### src/rtl/fpnew_cast_writeback.sv
// Writeback buffer for the FP-to-FP cast unit: NaN-boxes each result to the register-file width,
// queues it in a small circular FIFO behind a valid/ready handshake and accumulates popped fflags.
package fpnew_pkg;
  typedef enum logic [2:0] {
    FP32    = 3'd0,
    FP64    = 3'd1,
    FP16    = 3'd2,
    FP8     = 3'd3,
    FP16ALT = 3'd4
  } fp_format_e;

  typedef struct packed {
    logic NV;
    logic DZ;
    logic OF;
    logic UF;
    logic NX;
  } status_t;

  function automatic int unsigned fp_width(fp_format_e fmt);
    case (fmt)
      FP32:          return 32;
      FP64:          return 64;
      FP16, FP16ALT: return 16;
      FP8:           return 8;
      default:       return 32;
    endcase
  endfunction
endpackage

module fpnew_cast_writeback #(
  parameter fpnew_pkg::fp_format_e DstFpFormat = fpnew_pkg::FP32,
  parameter int unsigned           Width       = 64,
  parameter int unsigned           Depth       = 2,
  parameter type                   TagType     = logic,
  localparam int unsigned          DST_WIDTH   = fpnew_pkg::fp_width(DstFpFormat)
) (
  input  logic                 clk_i,
  input  logic                 rst_ni,
  input  logic [DST_WIDTH-1:0] result_i,
  input  fpnew_pkg::status_t   status_i,
  input  logic                 extension_bit_i,
  input  TagType               tag_i,
  input  logic                 in_valid_i,
  output logic                 in_ready_o,
  input  logic                 flush_i,
  output logic [Width-1:0]     result_o,
  output fpnew_pkg::status_t   status_o,
  output TagType               tag_o,
  output logic                 out_valid_o,
  input  logic                 out_ready_i,
  input  logic                 fflags_clear_i,
  output logic [4:0]           fflags_o,
  output logic                 busy_o
);

  localparam int unsigned PTR_W = (Depth > 1) ? $clog2(Depth) : 1;
  localparam int unsigned CNT_W = $clog2(Depth + 1);

  if (Width < DST_WIDTH) begin : g_width_check
    $error("fpnew_cast_writeback: Width must be >= the destination format width");
  end
  if (Depth < 1) begin : g_depth_check
    $error("fpnew_cast_writeback: Depth must be >= 1");
  end

  // Upper bits are all-ones for a NaN-boxed result and all-zeros otherwise.
  function automatic logic [Width-1:0] nan_box(input logic [DST_WIDTH-1:0] value,
                                               input logic                 ext);
    logic [Width-1:0] boxed;
    boxed                = {Width{ext}};
    boxed[DST_WIDTH-1:0] = value;
    return boxed;
  endfunction

  function automatic logic [PTR_W-1:0] ptr_next(input logic [PTR_W-1:0] ptr);
    if (ptr == PTR_W'(Depth - 1)) return '0;
    return ptr + PTR_W'(1);
  endfunction

  logic [Width-1:0]   mem_result [Depth];
  fpnew_pkg::status_t mem_status [Depth];
  TagType             mem_tag    [Depth];

  logic [PTR_W-1:0] wr_ptr_q;
  logic [PTR_W-1:0] rd_ptr_q;
  logic [CNT_W-1:0] count_q;
  logic [4:0]       fflags_q;

  logic       push;
  logic       pop;
  logic [4:0] head_flags;

  // Readiness depends only on stored occupancy, so a full FIFO never accepts in a popping cycle.
  assign in_ready_o  = (count_q != CNT_W'(Depth));
  assign out_valid_o = (count_q != '0);
  assign busy_o      = out_valid_o;

  assign push = in_valid_i && in_ready_o && !flush_i;
  assign pop  = out_valid_o && out_ready_i && !flush_i;

  assign result_o   = mem_result[rd_ptr_q];
  assign status_o   = mem_status[rd_ptr_q];
  assign tag_o      = mem_tag[rd_ptr_q];
  assign head_flags = mem_status[rd_ptr_q];
  assign fflags_o   = fflags_q;

  always_ff @(posedge clk_i or negedge rst_ni) begin
    if (!rst_ni) begin
      wr_ptr_q <= '0;
      rd_ptr_q <= '0;
      count_q  <= '0;
      fflags_q <= '0;
      for (int i = 0; i < int'(Depth); i++) begin
        mem_result[i] <= '0;
        mem_status[i] <= '0;
        mem_tag[i]    <= '0;
      end
    end else begin
      // A clear and a pop in the same cycle keep the popped flags; flushed entries never count.
      fflags_q <= (fflags_clear_i ? 5'd0 : fflags_q) | (pop ? head_flags : 5'd0);
      if (flush_i) begin
        wr_ptr_q <= '0;
        rd_ptr_q <= '0;
        count_q  <= '0;
      end else begin
        if (push) begin
          mem_result[wr_ptr_q] <= nan_box(result_i, extension_bit_i);
          mem_status[wr_ptr_q] <= status_i;
          mem_tag[wr_ptr_q]    <= tag_i;
          wr_ptr_q             <= ptr_next(wr_ptr_q);
        end
        if (pop) begin
          rd_ptr_q <= ptr_next(rd_ptr_q);
        end
        case ({push, pop})
          2'b10:   count_q <= count_q + CNT_W'(1);
          2'b01:   count_q <= count_q - CNT_W'(1);
          default: count_q <= count_q;
        endcase
      end
    end
  end

endmodule

### config.mk
export PLATFORM = sky130hd
export DESIGN_NAME = fpnew_cast_writeback
export DESIGN_NICKNAME = d
export VERILOG_FILES = /design/src/rtl/fpnew_cast_writeback.sv
export SDC_FILE = /design/constraint.sdc
export NUM_CORES = 1
export LEC_CHECK = 0
export BUFFER_PORTS_ARGS = -buffer_cell sky130_fd_sc_hd__buf_2
export CAP_MARGIN = 25
export CORE_MARGIN = 5
export CORE_UTILIZATION = 35
export DETAILED_ROUTE_END_ITERATION = 7
export PLACE_DENSITY_LB_ADDON = 0.1
export SLEW_MARGIN = 20
export SYNTH_ARGS = -nofsm -noshare
export SYNTH_HDL_FRONTEND = slang
export SYNTH_SLANG_ARGS = --single-unit
### constraint.sdc
create_clock -name clk_i -period 2.35 [get_ports clk_i]
set_clock_uncertainty 0.2 [all_clocks]
set_input_delay 0.235 -clock clk_i [delete_from_list [all_inputs] [get_ports clk_i]]
set_output_delay 0.235 -clock clk_i [all_outputs]
set_load 0.02 [all_outputs]
## Word-level counts from Yosys, hierarchy flattened

Index checks and enable logic that the tools add are counted.

| cells by class | value |
|---|---|
| add/subtract/negate cells | 4 |
| multiply operators | 0 |
| div/mod/pow operators | 0 |
| magnitude comparators | 3 |
| eq/ne operators | 3 |
| shift-type cells | 0 |
| multiplexer cells | 36 |
| bitwise logic cells | 4 |
| reductions and logical operators | 11 |

Operator list:

| kind | count |
|---|---|
| $mux W64 | 4 |
| $bwmux W128 | 1 |
| $demux W64 S1 | 1 |
| $mux W5 | 6 |
| $mux W1 | 18 |
| $bwmux W10 | 1 |
| $reduce_bool A2 Y1 | 3 |
| $demux W5 S1 | 1 |
| $logic_and A1 B1 Y1 | 5 |
| $or A5 B5 Y5 | 1 |
| $ge A2 B2 Y1 const B | 2 |
| $not A1 Y2 | 2 |
| $pmux W2 S2 | 1 |
| $reduce_bool A3 Y1 | 1 |
| $add A1 B1 Y1 const B | 2 |
| $add A2 B1 Y2 const B | 1 |
| $bwmux W2 | 1 |
| $eq A2 B1 Y1 const B | 1 |
| $eq A2 B2 Y1 const B | 1 |
| $lt A2 B1 Y1 const B | 1 |
| $mux W2 | 1 |
| $ne A2 B2 Y1 const B | 1 |
| $reduce_and A2 Y1 | 1 |
| $sub A2 B1 Y2 const B | 1 |
| 3 further kinds | 3 |

| storage, ports and cells | value |
|---|---|
| flip-flop bits (word level) | 149 |
| bits in latches | 0 |
| RAM bits | 0 |
| memory bits (read-only) | 0 |
| input port bits | 45 |
| output and inout bits | 78 |
| word-level logic and storage cells | 79 |
| memories kept | 0 |

## Longest topological paths before layout

| depth | value |
|---|---|
| depth in word-level cells | 8 |
| depth in mapped cells | 6 |

## Least setup slack after synthesis

No wires, ideal clock.

| path | value |
|---|---|
| path kind | register to output |
| start point | reg rd_ptr_q |
| end point | out result_o[33] |
| arrival time | 1.752 ns |
| path slack | 0.163 ns |
| cell stages (with the launch flop) | 5 |
| buffers on the path | 3 |
| path through | dfrtp_1 -> buf_1 -> buf_2 -> mux2_2 -> buf_4 |

| between the ends | value |
|---|---|
| cells in the longest elaborated chain, start to end | 4 |

Ends and longest elaborated chain:

| element | line | source |
|---|---|---|
| start, declared | 86 | `logic [PTR_W-1:0] rd_ptr_q;` |
| start signal, assigned | 134 | `rd_ptr_q <= ptr_next(rd_ptr_q);` |
| $not A1 Y2 (not written as such) | 102 | `assign result_o = mem_result[rd_ptr_q];` |
| $mux W64 (not written as such) (3 in series) | 102 |  |
| end, declared | 47 | `output logic [Width-1:0] result_o,` |

Every way passes these cells. The select of a mux whose other input is x is not followed.

==> report_table.html <==
<table>
<tr><th>Metric</th><th>Value</th></tr>
<tr><th colspan="2">Logic synthesis</th></tr>
<tr><td>Number of register bits inferred by synthesis</td><td>87</td></tr>
<tr><td>Post-Syn Nets</td><td>321</td></tr>
<tr><td>Netlist area before placement</td><td>0.00400 mm²</td></tr>
<tr><td>Synthesized netlist cell count</td><td>276</td></tr>
<tr><td>Area fraction of the dominant cell type after synthesis</td><td>54.4%</td></tr>
<tr><td>Library cell occupying the most area in the post-synthesis netlist</td><td>sky130_fd_sc_hd__dfrtp_1</td></tr>
<tr><td>Yosys warns</td><td>0</td></tr>
<tr><td>Sequential fraction of the synthesis area</td><td>54.4%</td></tr>
<tr><td>Mean instance size in the synthesized netlist</td><td>14.5 µm²</td></tr>
<tr><td>Top area cells in the synthesized netlist</td><td>sky130_fd_sc_hd__dfrtp_1, sky130_fd_sc_hd__mux2_2, sky130_fd_sc_hd__buf_4</td></tr>
<tr><td>Number of distinct library cells after synthesis</td><td>24</td></tr>
<tr><th colspan="2">Pwr</th></tr>
<tr><td>Combinational power share</td><td>31.6%</td></tr>
<tr><td>Sequential Power Share</td><td>42.1%</td></tr>
<tr><td>VDD IR max</td><td>0.459 mV</td></tr>
<tr><td>Ratio of total power to cell area</td><td>909 mW/mm²</td></tr>
<tr><td>Reported net switching power</td><td>0.00149 W</td></tr>
<tr><td>Cell-internal power</td><td>0.00327 W</td></tr>
<tr><td>Clock group share of total power</td><td>26.3%</td></tr>
<tr><td>Leak pwr</td><td>2.43 nW</td></tr>
<tr><td>Switching share of power</td><td>31.4%</td></tr>
<tr><th colspan="2">Clock network</th></tr>
<tr><td>H-tree levels</td><td>3</td></tr>
<tr><td>Clock tree from TritonCTS</td><td>done</td></tr>
<tr><td>Post-CTS Setup Inserts</td><td>0</td></tr>
<tr><td>Clock input transition at the sequential cells of the worst setup and hold paths</td><td>60 ps</td></tr>
<tr><td>Number of CTS-inserted buffers</td><td>9</td></tr>
<tr><td>Max Root-Sink Buffers</td><td>2</td></tr>
<tr><td>CTS Root Cell</td><td>sky130_fd_sc_hd__clkbuf_16</td></tr>
<tr><td>Sink count of the clock tree</td><td>87</td></tr>
<tr><td>Clock latency on the worst-skew pair</td><td>320 ps</td></tr>
<tr><th colspan="2">Run</th></tr>
<tr><td>Max-Cap Viols</td><td>0</td></tr>
<tr><th colspan="2">Min path</th></tr>
<tr><td>Class of the tightest hold or removal check</td><td>input port to flip-flop</td></tr>
<tr><th colspan="2">Layout</th></tr>
<tr><td>Share of final-layout standard cells stronger than drive strength 1</td><td>59.1%</td></tr>
<tr><td>Register cell area after layout</td><td>0.00218 mm²</td></tr>
<tr><td>Final non-filler cell area</td><td>0.00524 mm²</td></tr>
<tr><td>Signed area change from the synthesized netlist to the final layout</td><td>30.8%</td></tr>
<tr><td>Inserted Diodes</td><td>0</td></tr>
<tr><td>Final Non-Filler Cells</td><td>559</td></tr>
<tr><td>Most frequent standard cell in the layout excluding fill and tap cells</td><td>sky130_fd_sc_hd__buf_2</td></tr>
<tr><td>Commonest cells after routing, fill and taps aside</td><td>sky130_fd_sc_hd__buf_2, sky130_fd_sc_hd__mux2_2, sky130_fd_sc_hd__dfrtp_1</td></tr>
<tr><td>Filler cells</td><td>1052</td></tr>
<tr><td>Post-layout net count</td><td>459</td></tr>
<tr><td>Multi-input gate area in the final layout</td><td>0.00151 mm²</td></tr>
<tr><th colspan="2">Setup path</th></tr>
<tr><td>Cell-by-cell trace of the critical path</td><td>buf_4, mux2_2, buf_2</td></tr>
<tr><td>Critical path class</td><td>flip-flop to output pin</td></tr>
<tr><td>Kind of start point of the critical path</td><td>flip-flop</td></tr>
<tr><td>Number of buffer and inverter instances along the worst setup path</td><td>2</td></tr>
<tr><td>Worst endpoint required time</td><td>1910 ps</td></tr>
<tr><td>Master of the slowest instance on the critical path</td><td>sky130_fd_sc_hd__dfrtp_2</td></tr>
<tr><td>Worst Path Max Fanout</td><td>16</td></tr>
<tr><td>Crit path largest cell delay</td><td>490 ps</td></tr>
<tr><td>Family with the most delay on the worst path</td><td>flip-flops</td></tr>
<tr><td>Critical Path AT</td><td>1670 ps</td></tr>
<tr><td>Type of element capturing the critical path</td><td>output pin</td></tr>
<tr><th colspan="2">Placement</th></tr>
<tr><td>I/O Buffers</td><td>122</td></tr>
<tr><td>Post-placement setup slack</td><td>407 ps</td></tr>
<tr><td>Inst Count DP</td><td>505</td></tr>
<tr><td>Placed cell area</td><td>0.00457 mm²</td></tr>
<tr><td>Estimated wirelength of the detail-placed design</td><td>5.87 mm</td></tr>
<tr><td>Final Wtd Congestion</td><td>0.742</td></tr>
<tr><th colspan="2">Timing</th></tr>
<tr><td>Slew headroom</td><td>59.5%</td></tr>
<tr><td>Final hold violations</td><td>0</td></tr>
<tr><td>Shortest period the worst path allows</td><td>2110 ps</td></tr>
<tr><td>Total setup violations reported at the end of the flow</td><td>0</td></tr>
<tr><td>Crit share post-route</td><td>89.7%</td></tr>
<tr><td>Setup ws final</td><td>242 ps</td></tr>
<tr><td>Max frequency</td><td>474 MHz</td></tr>
<tr><td>Setup total negative slack</td><td>0 ps</td></tr>
<tr><td>Total count of max-transition violations in the final report</td><td>0</td></tr>
<tr><td>Transition at the pin with the smallest max-transition slack</td><td>607 ps</td></tr>
<tr><td>Unrepaired setup endpoints after global routing</td><td>no</td></tr>
<tr><th colspan="2">Routing</th></tr>
<tr><td>Pre-Repair DR Iteration Count</td><td>4</td></tr>
<tr><td>Total Wirelength</td><td>8.65 mm</td></tr>
<tr><td>Initial DRC count</td><td>54</td></tr>
<tr><td>Via density per instance</td><td>4.58</td></tr>
<tr><td>Routed WL per cell</td><td>15.5 µm</td></tr>
<tr><td>ANT nets after route</td><td>0</td></tr>
<tr><td>Drt drc</td><td>0</td></tr>
<tr><td>Total number of vias</td><td>2558</td></tr>
<tr><th colspan="2">Global routing</th></tr>
<tr><td>Number of antenna violations at the first check in global routing</td><td>0</td></tr>
<tr><td>Global-route wire length before repair</td><td>13.6 mm</td></tr>
<tr><td>Via count of the first global-routing pass</td><td>2658</td></tr>
<tr><td>Overall overflow remaining after global route</td><td>0</td></tr>
<tr><td>Pin count of the biggest net entering global routing</td><td>47</td></tr>
<tr><td>GRT Total Usage</td><td>12.8%</td></tr>
<tr><th colspan="2">Floorplanning</th></tr>
<tr><td>Top Ports</td><td>123</td></tr>
<tr><td>Die outline height</td><td>117 µm</td></tr>
<tr><td>Starting utilization of the core area</td><td>35.3%</td></tr>
<tr><td>Number of rows created at floorplan</td><td>39</td></tr>
<tr><td>Horizontal extent of the die</td><td>117 µm</td></tr>
<tr><td>DIE AREA</td><td>0.0137 mm²</td></tr>
<tr><td>Core Box Area</td><td>0.0113 mm²</td></tr>
<tr><th colspan="2">Status</th></tr>
<tr><td>Outcome</td><td>finished, final reports clean</td></tr>
</table>
==> sequential cells by signal (all words and copies together) (netlist names) <==
name        cells
count_q         2
wr_ptr_q        1
mem_tag         2
rd_ptr_q        1
fflags_o        5
mem_result     66
mem_status     10
==> per-stage QoR <==
stage	util [%]	hold slack, ps	power (W)
floorplan	-	-261	0.00319
global placement	40.4	90.2	0.00348
detailed placement	40.4	87.8	0.00351
CTS	46.2	55.8	0.00486
global route	46.2	67.2	0.00506
finish	46.2	72.3	0.00476
==> worst paths after layout <==
check / start / endpoint / slack [ps] / cells after the start
max reg2reg: count_q[1] / mem_result[20] / 410 / 5
min in group asynchronous: rst_ni / mem_result[91] / 280 / 2
min: out_ready_i / count_q[1] / 70 / 3
min reg2reg: mem_result[93] / mem_result[93] / 280 / 1
max: rd_ptr_q / status_o[0] / 240 / 3
max in group asynchronous: rst_ni / rd_ptr_q / 1010 / 3
==> cell usage after synthesis (all sizes together) <==
cell type / n
a21o: 1
inv: 3
a21oi: 4
nor4: 1
nand3b: 1
o211ai: 1
a22o: 5
nor2b: 1
xor2: 1
mux2i: 1
or2: 2
nor2: 2
o21ai: 2
or3: 1
nor3b: 1
nand4b: 1
buf: 44
mux2: 117
dfrtp: 87
==> power groups by stage <==
stage	clock network, W	logic [W]	registers [W]
CTS	0.00131	0.00154	0.00201
finish	0.00125	0.00150	0.00200
global route	0.00138	0.00164	0.00205
floorplan	0	0.00121	0.00199
detailed placement	0	0.00148	0.00203
global placement	0	0.00146	0.00202
==> cell type report <==
type | instances | area share (%)
repair buffers | 171 | 21.2
well taps | 143 | 3.42
inverters | 3 | 0.215
flip-flops and latches | 87 | 41.6
clock buffers | 11 | 4.64
clock inverters | 2 | 0.191
multi-input cells | 142 | 28.8
==> worst reg2reg max path, delay by kind of cell, from the launching register on <==
| family | cells | cell delay, ps |
|---|---|---|
| mux | 1 | 390 |
| buf+inv | 2 | 430 |
| flops | 1 | 410 |
| simple gates | 2 | 400 |
==> per-layer routing <==
layer | wire length, µm | track usage, %
met3 | 536 | 3.50
met1 | 3810 | 16.8
met2 | 4260 | 21.2
met4 | 42 | 2.98
met5 | 0 | 0
==> logic make-up (layout without fill, tap and decap cells) <==
group | after synthesis | in the layout | share of synthesized area, %
DFF | 87 | 87 | 54.4
buffers and inverters | 47 | 187 | 8.19
xor gates and xnor gates | 1 | 1 | 0.219
AOI/OAI and AO/OA | 13 | 13 | 2.22
muxes | 118 | 118 | 33.2
and+or+nand+nor | 10 | 10 | 1.78
==> repair_timing <==
action,CTS,global route
hold buffers,41,0
hold endpoints to repair,127,0
gates resized for setup,0,0
Power figures use the tool's default switching activity.
